### src/rtl/uart_pkg.sv
// uart_pkg: shared types and constants for the streaming UART receiver.
//   uart_parity_e : parity mode encoding (NONE / ODD / EVEN)
//   uart_state_e  : receiver FSM state encoding
//   UART_ERR_W    : width of the per-word error vector, plus bit indices
//   maj3          : 2-of-3 majority vote used by the bit sampler
package uart_pkg;

    typedef enum logic [1:0] {
        PAR_NONE = 2'd0,
        PAR_ODD  = 2'd1,
        PAR_EVEN = 2'd2
    } uart_parity_e;

    typedef enum logic [2:0] {
        ST_IDLE   = 3'd0,
        ST_START  = 3'd1,
        ST_DATA   = 3'd2,
        ST_PARITY = 3'd3,
        ST_STOP   = 3'd4,
        ST_BREAK  = 3'd5
    } uart_state_e;

    localparam int unsigned UART_ERR_W  = 3;
    localparam int unsigned ERR_FRAME   = 0;
    localparam int unsigned ERR_PARITY  = 1;
    localparam int unsigned ERR_OVERRUN = 2;

    function automatic logic maj3(input logic a, input logic b, input logic c);
        return (a & b) | (a & c) | (b & c);
    endfunction

endpackage

### src/rtl/uart_bit_sampler.sv
// uart_bit_sampler: synchronises the RX pin, runs the bit-period counter and
// produces one decision per bit.
//   clk, rst   : clock, synchronous active-high reset
//   rx         : raw asynchronous serial line (idle high)
//   start      : start-edge seen this cycle; counter restarts at bit offset 1
//   run        : receiver is inside a frame; counter free-runs modulo period
//   rx_s       : synchronised line
//   bit_strobe : the bit decision is available this cycle (combinational)
//   bit_val    : decided bit value, valid with bit_strobe (combinational)
// Build option UART_RX_MAJORITY_EN: vote over centre-1/centre/centre+1 and
// strobe at centre+1; otherwise a single sample at the centre.
module uart_bit_sampler
    import uart_pkg::*;
#(
    parameter int unsigned CLOCKS_PER_PULSE = 4
) (
    input  logic clk,
    input  logic rst,
    input  logic rx,
    input  logic start,
    input  logic run,
    output logic rx_s,
    output logic bit_strobe,
    output logic bit_val
);

    localparam int unsigned CNT_W  = (CLOCKS_PER_PULSE > 1) ? $clog2(CLOCKS_PER_PULSE) : 1;
    localparam int unsigned CENTRE = CLOCKS_PER_PULSE / 2;

    if (CLOCKS_PER_PULSE < 3) begin : g_cpp_min
        $error("uart_bit_sampler: CLOCKS_PER_PULSE must be >= 3");
    end

    logic [1:0]       sync;
    logic [CNT_W-1:0] cnt;

    assign rx_s = sync[1];

    // Two-flop synchroniser, idles high so reset never looks like a start bit
    always_ff @(posedge clk) begin
        if (rst) begin
            sync <= 2'b11;
        end else begin
            sync <= {sync[0], rx};
        end
    end

    // Bit-period counter: offset 0 is the cycle the start edge is seen on rx_s
    always_ff @(posedge clk) begin
        if (rst) begin
            cnt <= '0;
        end else if (start) begin
            cnt <= CNT_W'(1);
        end else if (run) begin
            cnt <= (cnt == CNT_W'(CLOCKS_PER_PULSE - 1)) ? '0 : cnt + CNT_W'(1);
        end else begin
            cnt <= '0;
        end
    end

`ifdef UART_RX_MAJORITY_EN
    if (CLOCKS_PER_PULSE < 4) begin : g_cpp_maj
        $error("uart_bit_sampler: majority voting needs CLOCKS_PER_PULSE >= 4");
    end

    logic [1:0] hist;

    // hist[0] = rx_s one cycle ago, hist[1] = two cycles ago
    always_ff @(posedge clk) begin
        if (rst) begin
            hist <= 2'b11;
        end else begin
            hist <= {hist[0], rx_s};
        end
    end

    assign bit_strobe = run && (cnt == CNT_W'(CENTRE + 1));
    assign bit_val    = maj3(hist[1], hist[0], rx_s);
`else
    assign bit_strobe = run && (cnt == CNT_W'(CENTRE));
    assign bit_val    = rx_s;
`endif

endmodule

### src/rtl/uart_rx_stream.sv
// uart_rx_stream: UART receiver that packs W_OUT/BITS_PER_WORD frames into
// one W_OUT-bit word and presents it on a valid/ready stream.
//   clk, rst : clock, synchronous active-high reset
//   rx       : asynchronous serial input (idle high)
//   m_data   : assembled word, frame 0 in the low bits
//   m_valid  : m_data/m_error valid
//   m_ready  : consumer accepts on m_valid && m_ready
//   m_error  : {overrun, parity_err, frame_err}, accumulated over one word
// Build option UART_RX_MAJORITY_EN (in uart_bit_sampler) selects 3-sample voting.
module uart_rx_stream
    import uart_pkg::*;
#(
    parameter int unsigned CLOCKS_PER_PULSE = 4,
    parameter int unsigned BITS_PER_WORD    = 8,
    parameter int unsigned W_OUT            = 16,
    parameter int unsigned PARITY           = 0,
    parameter int unsigned STOP_BITS        = 1
) (
    input  logic                  clk,
    input  logic                  rst,
    input  logic                  rx,
    output logic [W_OUT-1:0]      m_data,
    output logic                  m_valid,
    input  logic                  m_ready,
    output logic [UART_ERR_W-1:0] m_error
);

    localparam int unsigned N_FRAMES = W_OUT / BITS_PER_WORD;
    localparam int unsigned BIT_W    = (BITS_PER_WORD > 1) ? $clog2(BITS_PER_WORD) : 1;
    localparam int unsigned FRM_W    = (N_FRAMES > 1) ? $clog2(N_FRAMES) : 1;
    localparam int unsigned IDX_W    = (W_OUT > 1) ? $clog2(W_OUT) : 1;

    localparam logic [2:0] S_IDLE   = 3'(ST_IDLE);
    localparam logic [2:0] S_START  = 3'(ST_START);
    localparam logic [2:0] S_DATA   = 3'(ST_DATA);
    localparam logic [2:0] S_PARITY = 3'(ST_PARITY);
    localparam logic [2:0] S_STOP   = 3'(ST_STOP);
    localparam logic [2:0] S_BREAK  = 3'(ST_BREAK);

    if ((W_OUT < BITS_PER_WORD) || (W_OUT % BITS_PER_WORD != 0)) begin : g_wout_chk
        $error("uart_rx_stream: W_OUT must be a multiple of BITS_PER_WORD");
    end
    if ((STOP_BITS < 1) || (STOP_BITS > 2)) begin : g_stop_chk
        $error("uart_rx_stream: STOP_BITS must be 1 or 2");
    end
    if (PARITY > 2) begin : g_par_chk
        $error("uart_rx_stream: PARITY must be 0, 1 or 2");
    end

    logic [2:0]            state, state_nxt;
    logic                  rx_s, bit_strobe, bit_val;
    logic                  run_c, start_c;
    logic                  shift_c, par_chk_c, frame_done_c, stop_bad_c;
    logic                  word_done_c, load_ok_c, par_bad_c;
    logic [BIT_W-1:0]      bit_cnt;
    logic [FRM_W-1:0]      frm_cnt;
    logic                  stop_cnt;
    logic                  par_x, par_acc, frm_acc, ovr_pend;
    logic [W_OUT-1:0]      word;
    logic [IDX_W-1:0]      idx_c;
    logic [UART_ERR_W-1:0] err_c;

    uart_bit_sampler #(
        .CLOCKS_PER_PULSE (CLOCKS_PER_PULSE)
    ) u_sampler (
        .clk        (clk),
        .rst        (rst),
        .rx         (rx),
        .start      (start_c),
        .run        (run_c),
        .rx_s       (rx_s),
        .bit_strobe (bit_strobe),
        .bit_val    (bit_val)
    );

    assign run_c   = (state == S_START) || (state == S_DATA) ||
                     (state == S_PARITY) || (state == S_STOP);
    assign start_c = (state == S_IDLE) && !rx_s;

    // State register
    always_ff @(posedge clk) begin
        if (rst) begin
            state <= S_IDLE;
        end else begin
            state <= state_nxt;
        end
    end

    // Next-state and per-cycle control decode
    always_comb begin
        state_nxt    = state;
        shift_c      = 1'b0;
        par_chk_c    = 1'b0;
        frame_done_c = 1'b0;
        stop_bad_c   = 1'b0;
        case (state)
            S_IDLE: begin
                if (start_c) state_nxt = S_START;
            end
            S_START: begin
                // A high start-bit centre means a glitch: drop it silently
                if (bit_strobe) state_nxt = bit_val ? S_IDLE : S_DATA;
            end
            S_DATA: begin
                if (bit_strobe) begin
                    shift_c = 1'b1;
                    if (bit_cnt == BIT_W'(BITS_PER_WORD - 1)) begin
                        state_nxt = (PARITY != 0) ? S_PARITY : S_STOP;
                    end
                end
            end
            S_PARITY: begin
                if (bit_strobe) begin
                    par_chk_c = 1'b1;
                    state_nxt = S_STOP;
                end
            end
            S_STOP: begin
                if (bit_strobe) begin
                    if (!bit_val) begin
                        stop_bad_c   = 1'b1;
                        frame_done_c = 1'b1;
                        state_nxt    = S_BREAK;
                    end else if (stop_cnt == 1'(STOP_BITS - 1)) begin
                        frame_done_c = 1'b1;
                        state_nxt    = S_IDLE;
                    end
                end
            end
            S_BREAK: begin
                if (rx_s) state_nxt = S_IDLE;
            end
            default: state_nxt = S_IDLE;
        endcase
    end

    // Odd mode wants data^parity == 1, even mode wants 0
    assign par_bad_c   = (PARITY == 32'(PAR_ODD)) ? !(par_x ^ bit_val) : (par_x ^ bit_val);
    assign word_done_c = frame_done_c && (frm_cnt == FRM_W'(N_FRAMES - 1));
    assign load_ok_c   = !m_valid || m_ready;
    assign idx_c       = IDX_W'(frm_cnt) * IDX_W'(BITS_PER_WORD) + IDX_W'(bit_cnt);

    // Error vector for the word completing this cycle (last stop bit folded in)
    always_comb begin
        err_c              = '0;
        err_c[ERR_OVERRUN] = ovr_pend;
        err_c[ERR_PARITY]  = par_acc;
        err_c[ERR_FRAME]   = frm_acc | stop_bad_c;
    end

    // Frame assembly, flag accumulation and output register
    always_ff @(posedge clk) begin
        if (rst) begin
            bit_cnt  <= '0;
            frm_cnt  <= '0;
            stop_cnt <= 1'b0;
            par_x    <= 1'b0;
            par_acc  <= 1'b0;
            frm_acc  <= 1'b0;
            ovr_pend <= 1'b0;
            word     <= '0;
            m_data   <= '0;
            m_valid  <= 1'b0;
            m_error  <= '0;
        end else begin
            if (start_c) begin
                bit_cnt  <= '0;
                stop_cnt <= 1'b0;
                par_x    <= 1'b0;
            end
            if (shift_c) begin
                word[idx_c] <= bit_val;
                par_x       <= par_x ^ bit_val;
                bit_cnt     <= bit_cnt + BIT_W'(1);
            end
            if (par_chk_c && par_bad_c) par_acc <= 1'b1;
            if ((state == S_STOP) && bit_strobe && bit_val) stop_cnt <= stop_cnt + 1'b1;
            if (frame_done_c) begin
                frm_cnt <= word_done_c ? '0 : frm_cnt + FRM_W'(1);
            end

            if (word_done_c) begin
                par_acc <= 1'b0;
                frm_acc <= 1'b0;
                if (load_ok_c) begin
                    m_data   <= word;
                    m_error  <= err_c;
                    m_valid  <= 1'b1;
                    ovr_pend <= 1'b0;
                end else begin
                    // Consumer still holds the previous word: drop this one
                    ovr_pend <= 1'b1;
                end
            end else begin
                if (stop_bad_c) frm_acc <= 1'b1;
                if (m_valid && m_ready) m_valid <= 1'b0;
            end
        end
    end

endmodule

### config.mk
export PLATFORM = sky130hd
export DESIGN_NAME = uart_rx_stream
export DESIGN_NICKNAME = d
export VERILOG_FILES = /design/src/rtl/uart_pkg.sv /design/src/rtl/uart_bit_sampler.sv /design/src/rtl/uart_rx_stream.sv
export SDC_FILE = /design/constraint.sdc
export NUM_CORES = 1
export LEC_CHECK = 0
export BUFFER_PORTS_ARGS = -buffer_cell sky130_fd_sc_hd__buf_2
export CAP_MARGIN = 20
export CELL_PAD_IN_SITES_DETAIL_PLACEMENT = 0
export CELL_PAD_IN_SITES_GLOBAL_PLACEMENT = 1
export CORE_UTILIZATION = 40
export CTS_BUF_LIST = sky130_fd_sc_hd__clkbuf_16
export DETAILED_ROUTE_END_ITERATION = 16
export PLACE_DENSITY_LB_ADDON = 0.25
export SYNTH_ARGS = -nofsm -noshare
export SYNTH_HDL_FRONTEND = slang
export SYNTH_HIERARCHICAL = 1
export SYNTH_SLANG_ARGS = --single-unit
### constraint.sdc
create_clock -name clk -period 1.97 [get_ports clk]
set_input_delay 0.0985 -clock clk [delete_from_list [all_inputs] [get_ports clk]]
set_output_delay 0.0985 -clock clk [all_outputs]
set_load 0.05 [all_outputs]
-- After elaboration in Yosys (flattened, before gate mapping)
Cells that the tools add are included.
- memories kept: 0
- input port bits: 4
- ROM bits: 0
- bits in writable memories: 0
- word-level logic and storage cells: 102
- register bits: 52
- bits in latches: 0
- multiplexer cells: 37
- magnitude comparators: 2
- multiply operators: 0
- div/mod/pow operators: 0
- equality and inequality tests: 17
- reductions and logical operators: 23
- shift operators: 0
- bitwise logic cells: 3
- add/sub/neg operators: 5
- operator list (cell ; number):
    $mux 3 ; 11
    $mux 1 ; 22
    $pmux 3 s6 ; 1
    $bwmux 16 ; 1
    $ne 2x2->1 const B ; 5
    $eq 3x3->1 const B ; 3
    $logic_and 1x1->1 ; 8
    $reduce_and 8->1 ; 1
    $eq 3x2->1 const B ; 2
    $ne 2x1->1 const B ; 3
    $reduce_bool 2->1 ; 3
    $lt 4x5->1 const B ; 1
    $add 4x3->4 ; 1
    $demux 1 s4 ; 1
    $eq 2x2->1 const B ; 2
    $ge 4x1->1 const B ; 1
    $logic_or 1x1->1 ; 4
    $reduce_and 2->1 ; 2
    $reduce_or 4->1 ; 1
    $add 3x1->3 const B ; 1
    $eq 3x1->1 const B ; 1
    $logic_not 3->1 ; 1
    $ne 3x3->1 const B ; 1
    $add 1x1->1 const B ; 2
    7 further kinds ; 8

-- Logic depth before layout (Yosys ltp)
- depth in word-level cells: 10
- mapped depth: 9

-- Hierarchy
The synthesis kept the hierarchy.
- by module, submodules not included (module ; seq. area each (sq um) ; cells each ; area each (sq um) ; times used):
    uart_rx_stream ; 960.9 ; 222 ; 2080.7 ; 1
    uart_bit_sampler ; 80.1 ; 15 ; 181.4 ; 1

-- Worst setup path after synthesis
Ideal clock, no wire load.
- path type: reg-to-reg
- start point: register state[0]
- end point: register m_error[0]
- setup slack: -0.046 ns
- data arrival time: 1.945 ns
- buffers on the path: 2
- setup time: 0.071 ns
- stages on the path, launching flop included: 10
- period minus slack after synthesis: 2.016 ns
- data required time: 1.899 ns
- path through: dfxtp_1 > buf_2 > nor2_1 > xnor2_1 > and2_1 > and4bb_2 > nand4_1 > buf_2 > or2_0 > a21oi_1
- word-level cells in the longest chain between the ends: 9
- ends and longest elaborated chain (element ; line ; RTL):
    start: declaration ; uart_rx_stream.sv:50 ; logic [2:0] state, state_nxt;
    start signal: assignment ; uart_rx_stream.sv:85 ; state <= state_nxt;
    $eq 3x1->1 or $eq 3x2->1 (tied branches) ; uart_rx_stream.sv:76 ; assign run_c = (state == S_START) || (state == S_DATA) ||
    $logic_or 1x1->1 (2 in series) ; uart_rx_stream.sv:76 ;
    $logic_or 1x1->1 (*) ; uart_rx_stream.sv:77 ; (state == S_PARITY) || (state == S_STOP);
    net run_c ; uart_rx_stream.sv:52 ; logic run_c, start_c;
    $logic_and 1x1->1 (*) ; uart_bit_sampler.sv:80 ; assign bit_strobe = run && (cnt == CNT_W'(CENTRE));
    net bit_strobe ; uart_rx_stream.sv:51 ; logic rx_s, bit_strobe, bit_val;
    $mux 1 ; uart_rx_stream.sv:119 ; if (bit_strobe) begin
    $mux 1 ; uart_rx_stream.sv:96 ; case (state)
    $logic_and 1x1->1 ; uart_rx_stream.sv:139 ; assign word_done_c = frame_done_c && (frm_cnt == FRM_W'(N_FRAMES - 1));
    $reduce_and 2->1 (no line) ; - ;
    end signal: assignment ; uart_rx_stream.sv:187 ; m_error <= err_c;
    end: declaration ; uart_rx_stream.sv:25 ; output logic [UART_ERR_W-1:0] m_error
The timed path passes the listed nets; every way through them passes the cells marked *.
A chain may end at the register's enable or synchronous reset.

-- Final worst setup path
Same ends and word-level chain as after synthesis.

==> run summary <==
Max-cap violations in this run came to 0. The H-tree generated during clock tree synthesis spans 2 levels. The min-delay analysis places its worst path in the category primary input to flop. STA puts the critical path data arrival time at 2080 ps. The finished layout cell area came out at 2694 sq um. The number of nets produced by synthesis came out at 248.

The synthesis warning total came out at 6. The slew at the pin closest to its max-slew limit came out at 550.4 ps. The area overhead of the layout relative to synthesis came out at 19.08%.

The largest voltage drop on the vdd net is 0.4852 mV. Across all layers, the routed design uses 1671 vias. The type of the worst setup path is flop to flop. The number of unique standard cell types used by synthesis came out at 42. The synthesized instance count is 237. For this design the static power due to leakage is 1.323 nW. The tree is rooted in a clkbuf_16. The via count of the first global-routing pass came out at 1541. The number of sinks handled by clock tree synthesis came out at 52. The first-pass GRT wire length is 7.472 mm. The floorplan step set the die height to 77.20 microns.

The proportion of synthesized chip area in sequential cells came out at 46.02%. Counting the fill cells in the layout gives 553. The clock latency on the worst-skew pair came out at 290 ps.

The peak fanout along the critical path came out at 5. The flow ran to the end, and the final reports show no timing, DRC or antenna violations. The number of diodes is 0. The count of pins on the block boundary came out at 24.

The final setup violation count came out at 0. The worst setup path is launched from a flop. The final count of pins violating max slew is 0. After legalization and detailed placement, the total HPWL measured 2.992 mm. In the routed layout, each cell is associated on average with a via count of 4.944.

The total iterations of the first detailed-routing run is 4. The critical path endpoint category is a flop. The final net count came out at 276. The number of clock buffers inserted by TritonCTS is 5.

Headroom to the max-slew limit came out at 62.97%. The area after detailed placement is 2481 sq um. The synthesized flop and latch total is 52. The count of flip-flops with a built-in enable after synthesis came out at 0. The worst-case clock skew is 6.965 ps.

The cell count of the worst reg-to-reg path came out at 8. The clock transition at the register clock pins on the worst setup and hold paths after CTS is 70 ps. Of all flip-flops after synthesis, the portion carrying an async set or reset was 0%. The global-route congestion overflow total is 0. The DRC violations left came out at 0. The average cell area after synthesis came out at 9.545 sq um. Across all hold checks on the routed design, the worst slack comes to 118.0 ps. Setup slack on the critical path of the routed design comes to 113.8 ps. In the layout the commonest cells are dfxtp_1, nor2_1, mux2i_1, buf_2, nand3_1.

Entering global routing, the biggest net connects 27 pins. Routability-driven placement finished with a final weighted congestion of 0.7997. The detailed router's first-iteration violation count came out at 131.

The largest buffer count on any clock path is 2. The upper clock frequency limit is 538.7 MHz. The floorplan step defined a die boundary enclosing 5960 sq um. The detail route stage leaves a number of antenna-violating nets equal to 0. Summed over all layers, the routed wires come to 4.381 mm. Before CTS, the worst setup slack after placement is 23.16 ps.

The most common cell after layout, fill and taps aside is dfxtp_1. The post-layout total power came out at 0.002498 W. Global routing used 16.12% of the available tracks.

For this configuration, the core starts out at a cell density of 41.34%. For the finished layout, the period the worst path requires is 1856 ps. The areal power density over the cells is 927.3 nW/um^2. The clock tree from TritonCTS is done.

The count of input and output buffers is 23. Among all flip-flop cells after synthesis, the most frequent one is dfxtp_1. The worst hold path stage count came out at 2. The number of placement rows is 27.

The number of antenna violations at the first check in global routing came to 0. The core box area is 5473 sq um. The fraction of final layout cells sized beyond drive strength 1 is 21.05%. The post-route clock period utilization is 94.22%. The count of final hold-check violations was 0. The die width is 77.20 microns. The data required time of the critical path came out at 2200 ps. The post-synthesis instance area is 2262 sq um. Measured on the finished design, the core utilization comes to 49.22%. The wire length per cell after detailed routing is 12.96 microns.
metrics by stage:
step,cells,TNS (ps)
after floorplan,237,0
after global placement,328,0
after detailed placement,328,0
after CTS,337,0
after global routing,338,-1.022
final,338,0
report_power, final:
part	switching, W	internal, W	total, W
registers	0.0000354	0.00109	0.00112
logic	0.000206	0.000181	0.000387
clock network	0.000390	0.000600	0.000990
critical path: stages, from the launching register on:
cell and delay, ps:
dfxtp_1 380, nor2_4 50, xnor2_2 190, and2_4 200
and4bb_2 240, nand4_1 190, buf_4 210, or2_0 210
a21oi_1 110
cell usage after synthesis, types with 2 or more instances:
cell | count | area, sq um
nor2b_1 | 2 | 12.51
inv_1 | 6 | 22.52
a21oi_1 | 8 | 40.04
nand2_1 | 7 | 26.28
and2_1 | 2 | 12.51
or2_1 | 2 | 12.51
dfxtp_1 | 52 | 1041
and4bb_2 | 2 | 25.02
mux2i_1 | 36 | 360.4
nand2b_1 | 4 | 25.02
xor2_1 | 2 | 17.52
nand3b_1 | 2 | 15.01
clkbuf_1 | 8 | 30.03
ha_1 | 7 | 87.58
nor3_1 | 3 | 15.01
nand4_1 | 5 | 31.28
o21ai_0 | 2 | 10.01
o31ai_2 | 2 | 25.02
nand3_1 | 13 | 65.06
nor2_1 | 44 | 165.2
a22oi_1 | 2 | 15.01
buf_2 | 6 | 30.03
logic make-up (layout without fill, tap and decap cells):
family                   Yosys count  after routing  share of synthesized area (%)
AO/OA/AOI/OAI                     20             20                          6.361
XOR/XNOR                           3              3                          1.162
adder cells (fa/ha/maj)            7              7                          3.872
buffers and inverters             22             51                          4.480
flip-flops                        52             52                          46.02
multiplexers                      37             37                          16.43
AND/OR/NAND/NOR                   96             96                          21.68
repair_timing:
| action | CTS | global route |
|---|---|---|
| hold buffers | 1 | 0 |
| endpoints found under the setup margin | 0 | 33 |
| buffers inserted | 0 | 1 |
| hold endpoints to repair | 1 | 0 |
| gates resized for setup | 0 | 7 |
sequential cells by signal, summed over array words and instances, names as in the netlist:
signal          cells
bit_cnt             3
frm_acc             1
frm_cnt             1
m_data             16
m_error             3
m_valid             1
ovr_pend            1
par_acc             1
par_x               1
state               3
stop_cnt            1
u_sampler/cnt       2
u_sampler/sync      2
word               16
layout make-up:
cell class | count | area [sq um] | share of cell area [%]
clock buffers | 5 | 125.1 | 4.645
clock inverters | 3 | 42.54 | 1.579
inverters | 6 | 22.52 | 0.8360
multi-input cells | 163 | 1141 | 42.36
flip-flops and latches | 52 | 1042 | 38.69
well taps | 72 | 90.09 | 3.344
repair buffers | 37 | 230.2 | 8.546
path summary, 6_finish.rpt:
kind / startpoint / endpoint / slack (ps)
min: rst / state[2] / 120
max: state[0] / m_error[0] / 110
min reg2reg: u_sampler/sync[0] / u_sampler/sync[1] / 400
max reg2reg: state[0] / m_error[0] / 110
layer usage:
metal	global-route usage, %	share of wire (%)
met5	0	0
met4	6.226	1.6
met3	4.286	2.9
met2	24.87	45
met1	21.31	51
Note: power is estimated with default switching activity, not from simulation.
